<file path="src/rtl/memory_island_pkg.sv">
// Shared types and width helpers for the memory island bank arbiter.
// Contents:
//   resp_tag_t        - in-flight response tag {valid, is_wide, narrow_idx}
//   NarrowIdxWidth    - width of a narrow requester index (supports up to MaxNarrow)
//   starve_cnt_width  - width of the starvation counter for a given WidePriorityWait
package memory_island_pkg;

    localparam int unsigned MaxNarrow      = 16;
    localparam int unsigned NarrowIdxWidth = $clog2(MaxNarrow);

    typedef struct packed {
        logic                      valid;
        logic                      is_wide;
        logic [NarrowIdxWidth-1:0] narrow_idx;
    } resp_tag_t;

    // $clog2(wait+1), kept at least 1 bit so the counter is always declarable.
    function automatic int unsigned starve_cnt_width(input int unsigned wide_prio_wait);
        return (wide_prio_wait == 0) ? 1 : $clog2(wide_prio_wait + 1);
    endfunction

endpackage

</file>
<file path="src/rtl/memory_island_rr_sel.sv">
// Round-robin selector over the narrow requesters.
// Ports:
//   clk_i, rst_ni  - clock, async active-low reset
//   req_i          - narrow request vector
//   advance_i      - selected narrow requester was granted this cycle
//   sel_o          - one-hot select (combinational), zero when no request
//   idx_o          - index of the selected requester (combinational)
module memory_island_rr_sel
    import memory_island_pkg::*;
#(
    parameter int unsigned NumNarrow = 2
) (
    input  logic                      clk_i,
    input  logic                      rst_ni,
    input  logic [NumNarrow-1:0]      req_i,
    input  logic                      advance_i,
    output logic [NumNarrow-1:0]      sel_o,
    output logic [NarrowIdxWidth-1:0] idx_o
);

    logic [NarrowIdxWidth-1:0] rr_ptr_q, rr_ptr_d;

    // First requester at or after the pointer, else the lowest requester (wrap).
    always_comb begin : select
        logic found;
        found = 1'b0;
        sel_o = '0;
        idx_o = '0;
        for (int unsigned i = 0; i < NumNarrow; i++) begin
            if (!found && req_i[i] && (i >= 32'(rr_ptr_q))) begin
                found    = 1'b1;
                sel_o[i] = 1'b1;
                idx_o    = NarrowIdxWidth'(i);
            end
        end
        for (int unsigned i = 0; i < NumNarrow; i++) begin
            if (!found && req_i[i]) begin
                found    = 1'b1;
                sel_o[i] = 1'b1;
                idx_o    = NarrowIdxWidth'(i);
            end
        end
    end

    // Pointer moves just past the granted index.
    always_comb begin : ptr_next
        rr_ptr_d = rr_ptr_q;
        if (advance_i) begin
            rr_ptr_d = ((32'(idx_o) + 32'd1) >= NumNarrow) ? '0
                                                         : NarrowIdxWidth'(32'(idx_o) + 32'd1);
        end
    end

    always_ff @(posedge clk_i or negedge rst_ni) begin
        if (!rst_ni) begin
            rr_ptr_q <= '0;
        end else begin
            rr_ptr_q <= rr_ptr_d;
        end
    end

endmodule

</file>
<file path="src/rtl/memory_island_bank_arbiter.sv">
// Per-bank arbiter: shares one single-ported SRAM bank between NumNarrow
// narrow requesters and one wide requester (req/gnt/rvalid protocol).
// Wide wins by default; after WidePriorityWait consecutive wide wins with
// narrow waiting, narrow wins once. Narrow sources are served round-robin.
// Ports:
//   clk_i, rst_ni          - clock, async active-low reset
//   narrow_*_i / _o        - narrow request fields, grants, rvalids, shared rdata
//   wide_*_i / _o          - wide request fields, grant, rvalid, rdata
//   bank_*_o, bank_rdata_i - SRAM bank interface (read data BankLatency cycles after req)
//   starve_events_o        - only with MEMORY_ISLAND_ARB_PERF_EN: count of cycles in
//                            which narrow priority overrode a pending wide request
module memory_island_bank_arbiter
    import memory_island_pkg::*;
#(
    parameter  int unsigned NumNarrow        = 2,
    parameter  int unsigned AddrWidth        = 12,
    parameter  int unsigned DataWidth        = 32,
    parameter  int unsigned BankLatency      = 1,
    parameter  int unsigned WidePriorityWait = 1,
    localparam int unsigned StrbWidth        = DataWidth / 8
) (
    input  logic                                clk_i,
    input  logic                                rst_ni,
    input  logic [NumNarrow-1:0]                narrow_req_i,
    output logic [NumNarrow-1:0]                narrow_gnt_o,
    input  logic [NumNarrow-1:0][AddrWidth-1:0] narrow_addr_i,
    input  logic [NumNarrow-1:0]                narrow_we_i,
    input  logic [NumNarrow-1:0][DataWidth-1:0] narrow_wdata_i,
    input  logic [NumNarrow-1:0][StrbWidth-1:0] narrow_strb_i,
    output logic [NumNarrow-1:0]                narrow_rvalid_o,
    output logic [DataWidth-1:0]                narrow_rdata_o,
    input  logic                                wide_req_i,
    output logic                                wide_gnt_o,
    input  logic [AddrWidth-1:0]                wide_addr_i,
    input  logic                                wide_we_i,
    input  logic [DataWidth-1:0]                wide_wdata_i,
    input  logic [StrbWidth-1:0]                wide_strb_i,
    output logic                                wide_rvalid_o,
    output logic [DataWidth-1:0]                wide_rdata_o,
    output logic                                bank_req_o,
    output logic                                bank_we_o,
    output logic [AddrWidth-1:0]                bank_addr_o,
    output logic [DataWidth-1:0]                bank_wdata_o,
    output logic [StrbWidth-1:0]                bank_strb_o,
    input  logic [DataWidth-1:0]                bank_rdata_i
`ifdef MEMORY_ISLAND_ARB_PERF_EN
    ,
    output logic [31:0]                         starve_events_o
`endif
);

    localparam int unsigned          CntWidth = starve_cnt_width(WidePriorityWait);
    localparam logic [CntWidth-1:0]  WaitThr  = CntWidth'(WidePriorityWait);
    localparam logic [CntWidth-1:0]  CntMax   = '1;

    logic                      narrow_any;
    logic                      narrow_prio;
    logic                      wide_win;
    logic                      narrow_win;
    logic [NumNarrow-1:0]      rr_sel;
    logic [NarrowIdxWidth-1:0] rr_idx;
    logic [CntWidth-1:0]       starve_cnt_q, starve_cnt_d;
    resp_tag_t                 pipe_q [BankLatency];
    resp_tag_t                 pipe_d [BankLatency];
    resp_tag_t                 tail;

    memory_island_rr_sel #(
        .NumNarrow (NumNarrow)
    ) u_rr_sel (
        .clk_i     (clk_i),
        .rst_ni    (rst_ni),
        .req_i     (narrow_req_i),
        .advance_i (narrow_win),
        .sel_o     (rr_sel),
        .idx_o     (rr_idx)
    );

    // Winner selection: wide unless narrow has earned priority and is waiting.
    assign narrow_any   = |narrow_req_i;
    assign narrow_prio  = (WidePriorityWait != 0) && (starve_cnt_q >= WaitThr);
    assign wide_win     = wide_req_i && (!narrow_prio || !narrow_any);
    assign narrow_win   = narrow_any && !wide_win;
    assign wide_gnt_o   = wide_win;
    assign narrow_gnt_o = narrow_win ? rr_sel : '0;
    assign bank_req_o   = wide_win || narrow_win;

    // Bank request fields from the winner.
    always_comb begin : bank_mux
        bank_we_o    = 1'b0;
        bank_addr_o  = '0;
        bank_wdata_o = '0;
        bank_strb_o  = '0;
        if (wide_win) begin
            bank_we_o    = wide_we_i;
            bank_addr_o  = wide_addr_i;
            bank_wdata_o = wide_wdata_i;
            bank_strb_o  = wide_strb_i;
        end else if (narrow_win) begin
            for (int unsigned i = 0; i < NumNarrow; i++) begin
                if (rr_sel[i]) begin
                    bank_we_o    = narrow_we_i[i];
                    bank_addr_o  = narrow_addr_i[i];
                    bank_wdata_o = narrow_wdata_i[i];
                    bank_strb_o  = narrow_strb_i[i];
                end
            end
        end
    end

    // Saturating count of wide wins while narrow waits; any other cycle clears it.
    always_comb begin : starve_next
        starve_cnt_d = '0;
        if (wide_win && narrow_any) begin
            starve_cnt_d = (starve_cnt_q == CntMax) ? starve_cnt_q
                                                    : starve_cnt_q + CntWidth'(1);
        end
    end

    // Response tag pipeline matching the bank latency.
    always_comb begin : pipe_next
        pipe_d[0].valid      = bank_req_o;
        pipe_d[0].is_wide    = wide_win;
        pipe_d[0].narrow_idx = narrow_win ? rr_idx : '0;
        for (int unsigned s = 1; s < BankLatency; s++) begin
            pipe_d[s] = pipe_q[s-1];
        end
    end

    always_ff @(posedge clk_i or negedge rst_ni) begin
        if (!rst_ni) begin
            starve_cnt_q <= '0;
            for (int unsigned s = 0; s < BankLatency; s++) begin
                pipe_q[s] <= '0;
            end
        end else begin
            starve_cnt_q <= starve_cnt_d;
            pipe_q       <= pipe_d;
        end
    end

    // Route the tail tag to its source; rdata is broadcast.
    assign tail           = pipe_q[BankLatency-1];
    assign wide_rvalid_o  = tail.valid && tail.is_wide;
    assign wide_rdata_o   = bank_rdata_i;
    assign narrow_rdata_o = bank_rdata_i;

    always_comb begin : rvalid_decode
        narrow_rvalid_o = '0;
        for (int unsigned i = 0; i < NumNarrow; i++) begin
            narrow_rvalid_o[i] = tail.valid && !tail.is_wide
                                 && (tail.narrow_idx == NarrowIdxWidth'(i));
        end
    end

`ifdef MEMORY_ISLAND_ARB_PERF_EN
    logic [31:0] starve_events_q, starve_events_d;

    // Wrapping count of cycles where narrow priority displaced a wide request.
    always_comb begin : perf_next
        starve_events_d = starve_events_q;
        if (wide_req_i && narrow_any && narrow_prio) begin
            starve_events_d = starve_events_q + 32'd1;
        end
    end

    always_ff @(posedge clk_i or negedge rst_ni) begin
        if (!rst_ni) begin
            starve_events_q <= '0;
        end else begin
            starve_events_q <= starve_events_d;
        end
    end

    assign starve_events_o = starve_events_q;
`endif

endmodule

</file>
<file path="config.mk">
export PLATFORM = sky130hd
export DESIGN_NAME = memory_island_bank_arbiter
export DESIGN_NICKNAME = d
export VERILOG_FILES = /design/src/rtl/memory_island_pkg.sv /design/src/rtl/memory_island_rr_sel.sv /design/src/rtl/memory_island_bank_arbiter.sv
export SDC_FILE = /design/constraint.sdc
export NUM_CORES = 1
export LEC_CHECK = 0
export ABC_AREA = 1
export CAP_MARGIN = 10
export CORE_AREA = 2 2 117 119
export CTS_CLUSTER_DIAMETER = 60
export CTS_CLUSTER_SIZE = 10
export DETAILED_ROUTE_END_ITERATION = 8
export DIE_AREA = 0 0 119 121
export MAX_ROUTING_LAYER = met4
export PLACE_DENSITY = 0.59
export SLEW_MARGIN = 20
export SYNTH_ARGS = -nofsm -noshare
export SYNTH_HDL_FRONTEND = slang
export SYNTH_HIERARCHICAL = 1
export SYNTH_SLANG_ARGS = --single-unit
</file>
<file path="constraint.sdc">
create_clock -name clk_i -period 1.35 [get_ports clk_i]
set_input_delay 0.135 -clock clk_i [delete_from_list [all_inputs] [get_ports clk_i]]
set_output_delay 0.135 -clock clk_i [all_outputs]
set_load 0.03 [all_outputs]
</file>
==> flow_summary.yaml, run 1 <==
worst_setup_path:
  r2r_slack_ns: 0.05
  crit_path_cell_trace: "buf_6, a21boi_4, buf_12, clkbuf_16, nand3_1, nand2_1, nand2_2, nand2_4, buf_6"
  critical_path_depth: 9
  worstSetupPathType: "register to output pin"
  crit_path_end_kind: "output pin"
  required_ns: 1.22
  worst_r2r_endpoint: "u_rr_sel/rr_ptr_q[0]"
  cp.buffers_inverters: 4
  crit_path_start_kind: "register"
  crit_family: "buffers and inverters"
  cp_max_fo: 6
  r2r_cells: 7
  r2r_start: "starve_cnt_q"
  crit_slowest_cell: "dfrtp_1"
  arrival_ns: 1.64
  slowest_delay_ns: 0.39
  critical_path.most_common_cell: "buf_6"
outcome:
  outcome: "finished with violations"
  violations: "setup timing"
sta:
  rsz0062_at_grt: "yes"
  final_max_slew_viol_count: 0
  skew_ns: 0.00235
  hold_viol: 0
  max_freq_mhz: 564
  layout_setup_ws_ns: -0.424
  finalSetupViolCount: 51
  fin_crit_sh: 1.31
  period_minus_slack_ns: 1.77
  whs_ns: 0.192
  tns_ns: -20.05
synth:
  yosys.area_share.adder: 0
  muxShareOfSynthArea: 0
  synthSimpleGateAreaFrac: 0.568
  synth_compound_area_frac: 0.0124
  syn_avg_cell_area_sq_um: 5.22
  ys_ff_latch: 8
  synth_top_family_by_area: "simple AND/OR/NAND/NOR gates"
  syn_area_sq_um: 2320
  synth_warnings: 6
  synthCells: 444
  synth_cell_types: 18
  ys_seq_area_frac: 0.0863
  synth_xor_xnor_area_share: 0
detailed_routing:
  num_vias: 3267
  via_per_inst: 4.27
  drtPass1Iterations: 4
  routed_wl_mm: 11.6
  drtIter0Drc: 110
  drt-wirelength-per-cell_um: 15.2
  ant_nets: 0
  drc_errors: 0
floorplanning:
  dieArea_sq_um: 14400
  die_x_um: 119
  boundaryPins: 304
  num_rows: 42
  start_util: 0.177
  core_sq_um: 13100
  die_y_um: 121
placed_design:
  pre_cts_ws_ns: -0.452
  hpwl_mm: 8.59
  place_area_sq_um: 4390
  dp_cells: 752
  globalplace.congestion: 0.760
  portBuffers: 207
global_route:
  grt_pass1_vias: 3275
  grt_antenna_before_repair: 1
  grt_remaining_overflow: 0
  grt_max_degree: 33
  grt_pass1_wl_mm: 16.5
  grt.total_usage: 0.148
cts:
  cts_buffers: 3
  worst_skew_pair.late_latency_ns: 0.23
  cts_hold_buffers: 0
  ctsLongestPathBuffers: 2
  htreeDepth: 1
  clkSlewWorstSetupHoldPaths_ns: 0.04
  cts_tree: "done"
  clockRootBuffer: "clkbuf_16"
  clock-sinks: 8
layout:
  final_core_util: 0.385
  syn_to_final_growth_pct: 117
  final_area_sq_um: 5040
  drive_above_1_share: 0.340
  final_nets: 774
  stdcell_count: 765
power:
  ir_drop_v: 0.000266
  power_mw: 3.20
  p_per_area_nw_per_um2: 634
  p_leak_nw: 2.33
min_path:
  holdCritPathClass: "input port to async pin"
flow_run:
  cap_violations: 0
## kinds of logic (layout without fill, tap and decap cells)
family	count (synthesis)	count (layout)
other	1	4
buffers and inverters	117	259
AND/OR/NAND/NOR	315	315
AO/OA/AOI/OAI	3	3
flip-flops	8	8
## final cells by class
type | count | area, sq um
multi-input cells | 321 | 1830
fillers | 1341 | 8050
flip-flops and latches | 8 | 201
clock buffers | 3 | 75.1
diodes | 1 | 2.50
inverters | 17 | 73.8
well taps | 176 | 220
repair buffers | 239 | 2630
## flip-flops by register name, indices dropped and copies added, names as in the netlist
name               cells
starve_cnt_q           1
pipe_q                 6
u_rr_sel/rr_ptr_q      1
## where the power goes
group	total (mW)	switching (mW)	internal (mW)
Combinational	2.42	1.21	1.21
Clock	0.505	0.123	0.382
Sequential	0.274	0.0132	0.260
## per-layer routing
layer | vias to the layer above | part of all wire | global-route usage
li1 | 1609 | - | -
met1 | 1448 | 0.39 | 0.157
met2 | 163 | 0.51 | 0.268
met3 | 47 | 0.076 | 0.0324
met4 | 0 | 0.031 | 0.0558
met5 | - | 0 | -
## synthesized netlist by cell type (all sizes together)
master | n | area, sq um
nand2 | 204 | 766
nand3 | 98 | 490
buf | 94 | 683
inv | 17 | 63.8
dfrtp | 8 | 200
nor2 | 7 | 26.3
clkbuf | 6 | 22.5
nor3 | 3 | 15.0
a21oi | 2 | 21.3
or2 | 2 | 12.5
a21boi | 1 | 7.51
conb | 1 | 3.75
nand3b | 1 | 7.51
## how the worst max path moves through the flow
stage	start	end	slack, ns
2_1_floorplan	pipe_q[3]	narrow_rvalid_o[0]	-0.11
5_1_grt	u_rr_sel/rr_ptr_q[0]	bank_wdata_o[7]	-0.50
4_1_cts	u_rr_sel/rr_ptr_q[0]	bank_wdata_o[1]	-0.42
3_3_place_gp	narrow_req_i[1]	bank_addr_o[11]	-0.43
3_5_place_dp	narrow_req_i[1]	bank_we_o	-0.45
6_report	u_rr_sel/rr_ptr_q[0]	bank_wdata_o[19]	-0.42
## placed cells by master (no fill, tap or decap), drive strengths merged
master         count
diode              1
a21boi             1
buf               85
nand3             98
nor2               7
conb               3
nand3b             1
a21oi              2
inv               17
dfrtp              8
clkdlybuf4s50    148
dlygate4sd2        3
nor3               3
nand2            204
clkbuf             6
or2                2
## worst reg2reg max path, stage by stage (launching register included)
cell     delay [ns]
dfrtp_2        0.43
inv_2          0.08
a21oi_4        0.07
buf_12         0.14
buf_12         0.14
buf_4          0.13
or2_0          0.19
nand2_1        0.06
## timing repair
item,in CTS,in global routing
setup endpoints to repair,57,55
pin swaps,4,18
cloned,1,4
gates resized for setup,80,41
setup buffers,2,2
Note: power is estimated with default switching activity, not from simulation.
==> inputs of run 2 (changes only) <==
PLACE_DENSITY = 0.71   (was 0.59)
SKIP_CTS_REPAIR_TIMING = 1   (was unset)
==> run 2 against run 1 <==
The run still ends with setup timing left. Wire length fell by 3.0%. Maximum frequency down 2.9%. Setup slack got worse by 0.053 ns.
==> flow_summary.yaml, run 2 (synthesis results as in run 1) <==
detailed_routing:
  via_per_inst: 4.31
  routed_wl_mm: 11.3
  drt-wirelength-per-cell_um: 14.7
  num_vias: 3300
  drtPass1Iterations: 4
  drc_errors: 0
  drtIter0Drc: 103
  ant_nets: 0
power:
  clockPowerShare: 0.156
  p_comb_frac: 0.756
  power.internal_mw: 1.80
  seqPwrFrac: 0.087
  ir_drop_v: 0.000329
  power_mw: 3.11
  p_per_area_nw_per_um2: 624
  p_leak_nw: 2.34
  switching_share: 0.422
  switching_power_mw: 1.31
sta:
  finalSetupViolCount: 51
  skew_ns: 0.000730
  layout_setup_ws_ns: -0.478
  tns_ns: -21.03
  period_minus_slack_ns: 1.83
  max_freq_mhz: 547
  hold_viol: 0
  whs_ns: 0.187
  fin_crit_sh: 1.35
  final_max_slew_viol_count: 0
  rsz0062_at_grt: "yes"
worst_setup_path:
  required_ns: 1.22
  worstSetupPathType: "register to output pin"
  r2r_slack_ns: 0.09
  arrival_ns: 1.69
  crit_path_end_kind: "output pin"
  worst_r2r_endpoint: "u_rr_sel/rr_ptr_q[0]"
  crit_path_start_kind: "register"
  crit_path_end: "bank_addr_o[3]"
  cp_max_fo: 6
  r2r_cells: 6
  r2r_start: "starve_cnt_q"
  crit_start: "u_rr_sel/rr_ptr_q[0]"
floorplanning:
  core_sq_um: 13100
  start_util: 0.177
  die_y_um: 121
  die_x_um: 119
  num_rows: 42
  boundaryPins: 304
  dieArea_sq_um: 14400
layout:
  multi_input_area_sq_um: 1860
  largest-register: "pipe_q"
  drive_above_1_share: 0.341
  final_core_util: 0.381
  nFillCells: 1337
  final_common_cell: "clkdlybuf4s50_1"
  diodes: 0
  syn_to_final_growth_pct: 115
  seq_area_sq_um: 200
  largest_reg_flops: 6
  mostFrequentLayoutCells: "clkdlybuf4s50_1, nand2_1, nand3_1"
  top_regs: "pipe_q: 6 flops, starve_cnt_q: 1 flops, u_rr_sel/rr_ptr_q: 1 flops"
  final_nets: 775
cts:
  worst_skew_pair.late_latency_ns: 0.23
  ctsLongestPathBuffers: 2
  htreeDepth: 1
  cts_buffers: 3
  clock-sinks: 8
  clockRootBuffer: "clkbuf_16"
  cts_tree: "done"
  clkSlewWorstSetupHoldPaths_ns: 0.04
placed_design:
  pre_cts_ws_ns: -0.525
  portBuffers: 207
  globalplace.congestion: 0.790
  hpwl_mm: 8.13
global_route:
  grt_remaining_overflow: 0
  grt_antenna_before_repair: 0
  grt_pass1_vias: 3075
  grt_pass1_wl_mm: 14.9
  grt.total_usage: 0.131
  grt_max_degree: 30
min_path:
  holdCritPathClass: "input port to async pin"
flow_run:
  cap_violations: 0
outcome:
  outcome: "finished with violations"
  violations: "setup timing"
## run 2: cell types whose count changed in the layout (fill, tap and decap cells not counted), moves of 3 or more
| cell | delta |
|---|---|
| buf_6 | -24 |
| nand2_1 | +9 |
| nand3_1 | -13 |
| buf_12 | -3 |
| nand2_2 | -9 |
| nand3_2 | +12 |
| dlymetal6s2s_1 | +4 |
| dlygate4sd2_1 | -3 |
| buf_4 | +25 |
## run 2: routing by layer
layer | vias to the layer above | part of all wire | routed length [um] | global-route usage
li1 | 1611 | - | - | -
met4 | 0 | 0.028 | 318 | 0.0469
met2 | 183 | 0.52 | 5890 | 0.254
met3 | 37 | 0.090 | 1020 | 0.0343
met5 | - | 0 | 0 | -
met1 | 1469 | 0.36 | 4030 | 0.125
## run 2: worst max-delay path: stages, from the launching register on
cell and delay [ns]:
dfrtp_1 0.38, buf_6 0.12, a21boi_4 0.22, buf_6 0.16, clkbuf_16 0.16, nand3_2 0.06
nand2_2 0.10, nand2_2 0.06, nand2_4 0.05, buf_6 0.13
## run 2: area by class of cell
| type | count | share of cell area |
|---|---|---|
| Timing Repair Buffer | 240 | 0.512 |
| Multi-Input combinational cell | 321 | 0.373 |
| Tap cell | 176 | 0.0442 |
| Sequential cell | 8 | 0.0402 |
| Inverter | 17 | 0.0158 |
| Clock buffer | 3 | 0.0151 |
## run 2: worst min-delay path by stage
| stage | cells past startpoint | end |
|---|---|---|
| after floorplan | 0 | pipe_q[0] |
| after global placement | 0 | narrow_rdata_o[30] |
| after detailed placement | 0 | narrow_rdata_o[30] |
| after CTS | 1 | u_rr_sel/rr_ptr_q[0] |
| after global routing | 1 | pipe_q[5] |
| final | 1 | pipe_q[4] |
## run 2: power groups by stage
stage / Clock [mW] / Sequential (mW) / Combinational [mW]
final: 0.486 / 0.271 / 2.35
after global routing: 0.516 / 0.273 / 2.49
after CTS: 0.491 / 0.270 / 2.06
after detailed placement: 0 / 0.272 / 2.06
after global placement: 0 / 0.272 / 2.05
after floorplan: 0 / 0.269 / 1.46
## run 2: per-stage QoR
step                      cell area [sq um]  instances
after floorplan                        2630        446
after global placement                 4380        750
after detailed placement               4380        750
after CTS                              4460        753
after global routing                   4980        765
final                                  4980        765
==> inputs of run 3 (changes only) <==
MAX_ROUTING_LAYER = unset   (was met4)
==> run 3 against run 2 <==
The run still ends with setup timing left. Core utilization is the same. Final area is the same. Critical path type unchanged. Critical endpoint unchanged. Largest cell class unchanged. Cell count is the same. Largest power group unchanged.
==> flow_summary.yaml, run 3 (synthesis results as in run 1) <==
global_route:
  grt_pass1_vias: 3085
  grt_max_degree: 30
  grt.total_usage: 0.128
  grt_antenna_before_repair: 0
  grt_pass1_wl_mm: 14.9
  grt_remaining_overflow: 0
detailed_routing:
  drtPass1Iterations: 4
  drtIter0Drc: 99
  ant_nets: 0
  via_per_inst: 4.31
  routed_wl_mm: 11.3
  num_vias: 3295
  drt-wirelength-per-cell_um: 14.7
  drc_errors: 0
cts:
  clkSlewWorstSetupHoldPaths_ns: 0.04
  htreeDepth: 1
  clockRootBuffer: "clkbuf_16"
  worst_skew_pair.late_latency_ns: 0.23
  cts_buffers: 3
  ctsLongestPathBuffers: 2
  cts_tree: "done"
  clock-sinks: 8
layout:
  largest-register: "pipe_q"
  largest_reg_flops: 6
  syn_to_final_growth_pct: 115
  nFillCells: 1337
  drive_above_1_share: 0.341
  final_common_cell: "clkdlybuf4s50_1"
  final_nets: 775
  mostFrequentLayoutCells: "clkdlybuf4s50_1, nand2_1, nand3_1"
  diodes: 0
  top_regs: "pipe_q: 6 flops, starve_cnt_q: 1 flops, u_rr_sel/rr_ptr_q: 1 flops"
worst_setup_path:
  cp.buffers_inverters: 4
  crit_path_cell_trace: "buf_6, a21boi_4, buf_6, clkbuf_16, nand3_2, nand2_2, nand2_2, nand2_4, buf_6"
  crit_slowest_cell: "dfrtp_1"
  r2r_slack_ns: 0.10
  worstSetupPathType: "register to output pin"
  cp_max_fo: 6
  required_ns: 1.22
  crit_path_end: "bank_addr_o[3]"
  worst_r2r_endpoint: "u_rr_sel/rr_ptr_q[0]"
  critical_path_depth: 9
  arrival_ns: 1.70
  crit_family: "buffers and inverters"
  crit_path_start_kind: "register"
  slowest_delay_ns: 0.38
  r2r_cells: 6
  critical_path.most_common_cell: "buf_6"
  crit_path_end_kind: "output pin"
  r2r_start: "starve_cnt_q"
  crit_start: "u_rr_sel/rr_ptr_q[0]"
sta:
  whs_ns: 0.185
  hold_viol: 0
  final_max_slew_viol_count: 0
  finalSetupViolCount: 51
  rsz0062_at_grt: "yes"
  period_minus_slack_ns: 1.83
  skew_ns: 0.000300
  layout_setup_ws_ns: -0.484
  max_freq_mhz: 545
  fin_crit_sh: 1.36
floorplanning:
  num_rows: 42
  boundaryPins: 304
  die_y_um: 121
  start_util: 0.177
  dieArea_sq_um: 14400
  core_sq_um: 13100
  die_x_um: 119
placed_design:
  hpwl_mm: 8.13
  pre_cts_ws_ns: -0.525
  portBuffers: 207
  globalplace.congestion: 0.779
power:
  p_leak_nw: 2.34
  ir_drop_v: 0.000328
  power_mw: 3.11
  p_per_area_nw_per_um2: 624
outcome:
  outcome: "finished with violations"
  violations: "setup timing"
flow_run:
  cap_violations: 0
min_path:
  holdCritPathClass: "input port to async pin"
==> run 3: cell counts in the layout (fill, tap and decap cells not counted) <==
No cell type changed its count.
==> run 3: per-layer routing <==
layer	up-vias	global-route usage	share of wire
li1	1610	-	-
met1	1474	0.122	0.36
met2	176	0.255	0.53
met3	35	0.0385	0.089
met4	0	0.0469	0.026
met5	-	0	0
==> run 3: worst min-delay path by stage <==
stage                           startpoint              endpoint  slack, ns  cells after the start
after floorplan                     rst_ni             pipe_q[0]      -0.16                      0
after global placement    bank_rdata_i[30]    narrow_rdata_o[30]       0.27                      0
after detailed placement  bank_rdata_i[30]    narrow_rdata_o[30]       0.27                      0
after CTS                           rst_ni  u_rr_sel/rr_ptr_q[0]       0.20                      1
after global routing                rst_ni             pipe_q[5]       0.21                      1
final                               rst_ni             pipe_q[4]       0.18                      1
==> run 3: power by group <==
part	total (mW)	switching (mW)	internal [mW]
clock network	0.485	0.105	0.381
registers	0.271	0.0115	0.260
logic	2.35	1.20	1.16
total	3.11	1.31	1.80
==> run 3: stage by stage <==
step | std cells | setup TNS [ns] | utilization | area, sq um
2_1_floorplan | 446 | -0.288 | - | 2630
3_3_place_gp | 750 | -23.20 | 0.335 | 4380
3_5_place_dp | 750 | -23.65 | 0.335 | 4380
4_1_cts | 753 | -24.55 | 0.341 | 4460
5_1_grt | 765 | -24.39 | 0.381 | 4980
6_report | 765 | -21.09 | 0.381 | 4980
==> run 3: area by class of cell <==
cell class | count | area [sq um] | area share
flip-flops and latches | 8 | 200 | 0.0402
clock buffers | 3 | 75.1 | 0.0151
multi-input cells | 321 | 1860 | 0.373
well taps | 176 | 220 | 0.0442
repair buffers | 240 | 2550 | 0.512
inverters | 17 | 78.8 | 0.0158
